<file path="config.mk">
export PLATFORM = sky130hd
export DESIGN_NAME = pipe_skid_reg
export DESIGN_NICKNAME = d
export VERILOG_FILES = /design/src/rtl/pipe_pkg.sv /design/src/rtl/pipe_slot.sv /design/src/rtl/pipe_skid_reg.sv
export SDC_FILE = /design/constraint.sdc
export NUM_CORES = 1
export LEC_CHECK = 0
export BUFFER_PORTS_ARGS = -buffer_cell sky130_fd_sc_hd__buf_2
export CAP_MARGIN = 10
export CORE_MARGIN = 10
export CORE_UTILIZATION = 40
export DETAILED_ROUTE_END_ITERATION = 10
export SYNTH_ARGS = -nofsm -noshare
export SYNTH_HDL_FRONTEND = slang
export SYNTH_SLANG_ARGS = --single-unit
</file>
<file path="constraint.sdc">
create_clock -name i_clk -period 1.96 [get_ports i_clk]
set_input_delay 0.392 -clock i_clk [delete_from_list [all_inputs] [get_ports i_clk]]
set_output_delay 0.392 -clock i_clk [all_outputs]
set_load 0.01 [all_outputs]
</file>
<file path="src/rtl/pipe_pkg.sv">
// Shared definitions for the pipeline skid register: bubble instruction,
// occupancy state encoding and the state-to-count mapping.
package pipe_pkg;

    // addi x0, x0, 0: the canonical RISC-V no-op presented during bubbles
    localparam logic [31:0] NOP_INSTR = 32'h0000_0013;

    typedef enum logic [1:0] {
        EMPTY = 2'd0,
        HALF  = 2'd1,
        FULL  = 2'd2
    } pipe_state_e;

    // Number of held entries for a given occupancy state
    function automatic logic [1:0] state_count(input pipe_state_e s);
        case (s)
            EMPTY:   return 2'd0;
            HALF:    return 2'd1;
            default: return 2'd2;
        endcase
    endfunction

endpackage

</file>
<file path="src/rtl/pipe_slot.sv">
// One storage slot of the skid register: load-enable register holding an
// instruction, its control bits and its payload. Asynchronous clear returns
// the slot to a no-op with zero control and zero payload.
module pipe_slot #(
    parameter int          DATA_W    = 32,
    parameter int          CTRL_W    = 8,
    parameter logic [31:0] NOP_INSTR = pipe_pkg::NOP_INSTR
) (
    input  logic              i_clk,
    input  logic              i_rst_n,
    input  logic              i_load,
    input  logic [31:0]       i_instr,
    input  logic [CTRL_W-1:0] i_ctrl,
    input  logic [DATA_W-1:0] i_data,
    output logic [31:0]       o_instr,
    output logic [CTRL_W-1:0] o_ctrl,
    output logic [DATA_W-1:0] o_data
);

    // Capture the incoming entry when loaded, otherwise hold
    always_ff @(posedge i_clk or negedge i_rst_n) begin
        if (!i_rst_n) begin
            o_instr <= NOP_INSTR;
            o_ctrl  <= '0;
            o_data  <= '0;
        end else if (i_load) begin
            o_instr <= i_instr;
            o_ctrl  <= i_ctrl;
            o_data  <= i_data;
        end
    end

endmodule

</file>
<file path="src/rtl/pipe_skid_reg.sv">
// Two-entry skid register between pipeline stages. OUT drives the downstream
// side directly; SKID catches the one entry that can arrive while the
// downstream stalls, which lets o_ready be a plain register with no
// combinational path from i_ready.
module pipe_skid_reg #(
    parameter int          DATA_W    = 32,
    parameter int          CTRL_W    = 8,
    parameter logic [31:0] NOP_INSTR = pipe_pkg::NOP_INSTR
) (
    input  logic              i_clk,
    input  logic              i_rst_n,
    input  logic              i_flush,
    input  logic              i_valid,
    output logic              o_ready,
    input  logic [31:0]       i_instr,
    input  logic [CTRL_W-1:0] i_ctrl,
    input  logic [DATA_W-1:0] i_data,
    output logic              o_valid,
    input  logic              i_ready,
    output logic [31:0]       o_instr,
    output logic [CTRL_W-1:0] o_ctrl,
    output logic [DATA_W-1:0] o_data,
    output logic [1:0]        o_count
);

    import pipe_pkg::pipe_state_e;
    import pipe_pkg::EMPTY;
    import pipe_pkg::HALF;
    import pipe_pkg::FULL;
    import pipe_pkg::state_count;

    pipe_state_e       state_reg, state_next;
    logic              ready_reg;
    logic              accept, drain;
    logic              out_load, skid_load, out_from_skid;

    logic [31:0]       out_instr, skid_instr, out_instr_in;
    logic [CTRL_W-1:0] out_ctrl, skid_ctrl, out_ctrl_in;
    logic [DATA_W-1:0] out_data, skid_data, out_data_in;

    assign accept = i_valid & ready_reg;
    assign drain  = (state_reg != EMPTY) & i_ready;

    // Occupancy state and the registered ready that follows the next state
    always_ff @(posedge i_clk or negedge i_rst_n) begin
        if (!i_rst_n) begin
            state_reg <= EMPTY;
            ready_reg <= 1'b0;
        end else begin
            state_reg <= state_next;
            ready_reg <= (state_next != FULL);
        end
    end

    // Next-state decode and slot load selection; flush overrides everything
    always_comb begin
        state_next    = state_reg;
        out_load      = 1'b0;
        skid_load     = 1'b0;
        out_from_skid = 1'b0;
        case (state_reg)
            EMPTY: begin
                if (accept) begin
                    state_next = HALF;
                    out_load   = 1'b1;
                end
            end
            HALF: begin
                if (accept && drain) begin
                    out_load = 1'b1;
                end else if (accept) begin
                    state_next = FULL;
                    skid_load  = 1'b1;
                end else if (drain) begin
                    state_next = EMPTY;
                end
            end
            FULL: begin
                if (drain) begin
                    state_next    = HALF;
                    out_load      = 1'b1;
                    out_from_skid = 1'b1;
                end
            end
            default: state_next = EMPTY;
        endcase
        if (i_flush) begin
            state_next = EMPTY;
            out_load   = 1'b0;
            skid_load  = 1'b0;
        end
    end

    // OUT is refilled either from upstream or from the waiting SKID entry
    always_comb begin
        out_instr_in = out_from_skid ? skid_instr : i_instr;
        out_ctrl_in  = out_from_skid ? skid_ctrl  : i_ctrl;
        out_data_in  = out_from_skid ? skid_data  : i_data;
    end

    pipe_slot #(
        .DATA_W   (DATA_W),
        .CTRL_W   (CTRL_W),
        .NOP_INSTR(NOP_INSTR)
    ) u_out_slot (
        .i_clk  (i_clk),
        .i_rst_n(i_rst_n),
        .i_load (out_load),
        .i_instr(out_instr_in),
        .i_ctrl (out_ctrl_in),
        .i_data (out_data_in),
        .o_instr(out_instr),
        .o_ctrl (out_ctrl),
        .o_data (out_data)
    );

    pipe_slot #(
        .DATA_W   (DATA_W),
        .CTRL_W   (CTRL_W),
        .NOP_INSTR(NOP_INSTR)
    ) u_skid_slot (
        .i_clk  (i_clk),
        .i_rst_n(i_rst_n),
        .i_load (skid_load),
        .i_instr(i_instr),
        .i_ctrl (i_ctrl),
        .i_data (i_data),
        .o_instr(skid_instr),
        .o_ctrl (skid_ctrl),
        .o_data (skid_data)
    );

    // Bubbles present a no-op with cleared control; payload keeps its last value
    always_comb begin
        o_valid = (state_reg != EMPTY);
        o_instr = o_valid ? out_instr : NOP_INSTR;
        o_ctrl  = o_valid ? out_ctrl : '0;
        o_data  = out_data;
        o_ready = ready_reg;
        o_count = state_count(state_reg);
    end

endmodule

</file>
==> summary.md <==
| Metric | Value |
|---|---|
| WP buf/inv | 3 |
| Final min period | approximately 1.9 ns |
| Worst vdd ir | roughly 0.0006 V |
| GRT overflow | 0 |
| Final setup viols | 0 |
| Top-area cell type share of the netlist area | 52.1% |
| Max Slew Vio Count | 0 |
| Yosys Warn Count | 0 |
| Switching share of power | a little over a quarter |
| CTS Sinks | ~150 |
| Clock root buffer | clkbuf_16 |
| Initial antenna violation count | 0 |
| Post-Synthesis Cell Area | approximately 6800 um2 |
| Static Leakage | between 0.004 and 0.005 uW |
| Utilization after layout | about half |
| CTS Buf Count | 17 |
| Initial drt markers | about 220 |
| Switching power | about 2600 uW |
| Placed Area | 7850 um2 |
| Residual DRC | 0 |
| Crit-path slowest cell | dfrtp_1 |
| Worst R2R Path Depth | 5 |
| Slew @ Worst Pin | between 0.5 and 0.6 ns |
| First-pass GRT wire length | about 27000 um |
| Area leader, netlist | dfrtp_1 |
| Max incr delay on CP | ~0.38 ns |
| Setup Crit Path Kind | flip-flop to output pin |
| Hold Crit Endpoint | state_reg[0] |
| Clock latency on the worst-skew pair | 0.43 ns |
| CP delay by family, top | buffers and inverters |
| Max_slew headroom | 66.3% |
| Die Area | about 23000 um2 |
| Clk_skew | slightly below 0.009 ns |
| Worst hold path cell count | 2 |
| CTS tree | built |
| Ranking of synthesized cells by area | dfrtp_1 (52%), mux2_4 (15%), mux2i_1 (11%) |
| Tot GR Track Use | ~15% |
| Power per cell area | about 1100 nW/um2 |
| Status | completed |
| Die width | 150 um |
| Synth unique cells | 26 |
| Flops & latches, synth | about 150 |
| R2R Setup Slk | 0.08 ns |
| Std cell rows | 47 |
| Gpl congestion | roughly 0.8 |
| Seq/Total Area, Yosys | a little over half |
| Worst EP required | between 1.5 and 2 ns |
| Starting density of the core | 40.8% |
| IO buf count | between 150 and 200 |
| Final Cycle Share | between 90% and 100% |
| F_max | about 530 MHz |
| Pint | slightly below 7000 uW |
| Endpoint class of the critical path | output pin |
| Mapped Avg Cell Area | approximately 13 um2 |
| CP Launch Type | flip-flop |
| Vias | ~4500 |
| Vias per cell | around 4.9 |
| Mapped Nets | roughly 610 |
| Final hold viol count | 0 |
| Final #Nets | roughly 760 |
| RSZ-0062 raised after global routing | true |
| Cells after synthesis | about 530 |
| H-tree levels | 4 |
| Number of global-route vias before repair | approximately 4900 |
| Worst hold path type | primary input to flip-flop |
| Maxcap violations | 0 |
| Share of post-route cells with drive strength above 1 | 42.0% |
| Part of the power in combinational logic | 19.5% |
| Core ar. | ~17000 um2 |
| Area Growth Syn to Fin | 26.8% |
| Io pins | between 150 and 200 |
| N_diodes | 0 |
| ANT nets after route | 0 |
| Post-DP HPWL | between 10000 and 15000 um |
| Largest net degree at the start of global routing | 79 |
| Hold_sp | i_flush |
| Seq pwr share | ~44% |
| Die height | between 150 and 200 um |
| Clock share of power | a little over a third |
| Routed wire per std cell | roughly 18 um |
| Post-route cell area | 8580 um2 |
| Clock-pin slew on the worst setup and hold paths | ~0.060 ns |
| FF-to-FF End | u_skid_slot.o_data[7] |
| RR Startpoint | state_reg[1] |
| CTS max path bufs | 2 |
| Critical Path AT | 1.51 ns |
| DR pass1 iterations | 6 |
| CP max FO | 25 |
| Post-Route WL | between 15000 and 20000 um |
| Critical path, cell by cell | buf_6 -> nor2_4 -> buf_12 -> nor2b_1 -> buf_2 |
==> metrics by stage <==
stage	setup WS, ns	hold slack (ns)	total power [uW]	cells	TNS (ns)
3_5_place_dp	0.0996	0.390	6100	883	0
3_3_place_gp	0.123	0.376	6010	883	0
5_1_grt	-0.0203	0.179	10000	920	-0.105
2_1_floorplan	0.164	0.0964	5390	529	0
6_report	0.0572	0.189	9520	920	0
4_1_cts	0.00331	0.158	9620	918	0
==> cells in the final DEF, fill, tap and decap left out <==
| cell | synthesis | layout |
|---|---|---|
| a21oi_1 | 1 | 1 |
| mux2_2 | 3 | 3 |
| o31a_1 | 1 | 1 |
| nor2b_2 | 1 | 2 |
| buf_4 | 0 | 4 |
| dfstp_2 | 6 | 6 |
| clkinvlp_4 | 0 | 3 |
| o21bai_1 | 1 | 1 |
| clkbuf_16 | 0 | 18 |
| mux2_4 | 69 | 69 |
| inv_1 | 3 | 3 |
| and3b_1 | 2 | 1 |
| inv_6 | 0 | 4 |
| dfrtp_1 | 141 | 141 |
| and3b_4 | 0 | 1 |
| nor2b_1 | 37 | 36 |
| bufinv_16 | 0 | 3 |
| dlygate4sd3_1 | 0 | 1 |
| nor2_4 | 0 | 1 |
| and4bb_2 | 1 | 1 |
| nand2_1 | 73 | 73 |
| buf_6 | 1 | 7 |
| and4b_1 | 1 | 1 |
| o31ai_4 | 1 | 1 |
| buf_2 | 15 | 148 |
| or4b_4 | 0 | 1 |
| inv_8 | 0 | 2 |
| clkinv_4 | 0 | 3 |
| mux2i_1 | 72 | 72 |
| buf_12 | 7 | 14 |
| or2_4 | 0 | 3 |
| o21ai_1 | 6 | 6 |
| o21ai_0 | 66 | 66 |
| nand2b_1 | 1 | 1 |
| nor2_1 | 3 | 2 |
==> worst max path at each step <==
stage | slack (ns) | end | depth (start not counted) | startpoint
floorplan | 0.16 | u_skid_slot.o_data[0] | 5 | state_reg[1]
finish | 0.06 | o_instr[22] | 5 | state_reg[0]
CTS | 0.003 | o_instr[22] | 5 | state_reg[0]
global route | -0.02 | o_instr[14] | 5 | state_reg[0]
detailed placement | 0.1 | u_skid_slot.o_data[7] | 5 | i_valid
global placement | 0.12 | u_skid_slot.o_data[2] | 5 | i_valid
==> power groups by stage <==
stage | registers, uW | logic [uW] | clock network, uW
5_1_grt | 4330 | 2050 | 3650
3_5_place_dp | 4250 | 1850 | 0
2_1_floorplan | 4210 | 1170 | 0
4_1_cts | 4220 | 1880 | 3520
6_report | 4220 | 1860 | 3440
3_3_place_gp | 4230 | 1770 | 0
==> worst reg2reg max path: stages, from the launching register on <==
cell	delay [ns]
dfrtp_1	0.39
buf_4	0.14
nor2b_2	0.13
or4b_4	0.53
buf_12	0.23
mux2_4	0.36
==> cell type report <==
cell class	count	area (um2)
inverters	3	11.3
multi-input cells	343	2820
clock inverters	15	196
well taps	220	275
clock buffers	17	425
repair buffers	175	1160
flip-flops and latches	147	3690
fillers	1489	8010
==> synth_stat cells, drive strengths merged <==
cell / instances
dfrtp: 141
nand2: 73
mux2: 72
mux2i: 72
o21ai: 72
nor2b: 38
buf: 23
clkbuf: 13
dfstp: 6
inv: 3
nor2: 3
or2: 3
and3b: 2
a21oi: 1
and4b: 1
and4bb: 1
nand2b: 1
o21bai: 1
o31a: 1
o31ai: 1
or4b: 1
==> metal layers <==
| metal | wire length [um] | vias up | track usage (%) |
|---|---|---|---|
| li1 | - | 2125 | - |
| met1 | 7170 | 2240 | 18.1 |
| met2 | 8160 | 118 | 24.6 |
| met3 | 829 | 26 | 3.71 |
| met4 | 347 | 0 | 6.90 |
| met5 | 0 | - | 0 |
==> what timing repair did <==
item	4_1_cts	5_1_grt
hold buffers	1	0
setup endpoints to repair	16	41
pin swaps	0	1
gates cloned	0	1
buffers inserted	2	1
hold endpoints to repair	46	0
gates resized for setup	10	3
==> cell families (layout without fill, tap and decap cells) <==
kind of cell / Yosys count / count (layout) / share of synthesized area (%)
flip-flops: 147 / 147 / 54.5
buffers and inverters: 39 / 210 / 4.23
AO/OA/AOI/OAI: 76 / 76 / 5.95
AND/OR/NAND/NOR: 123 / 123 / 8.88
multiplexers: 144 / 144 / 26.5
No activity file was read; power rests on OpenSTA's default activity.
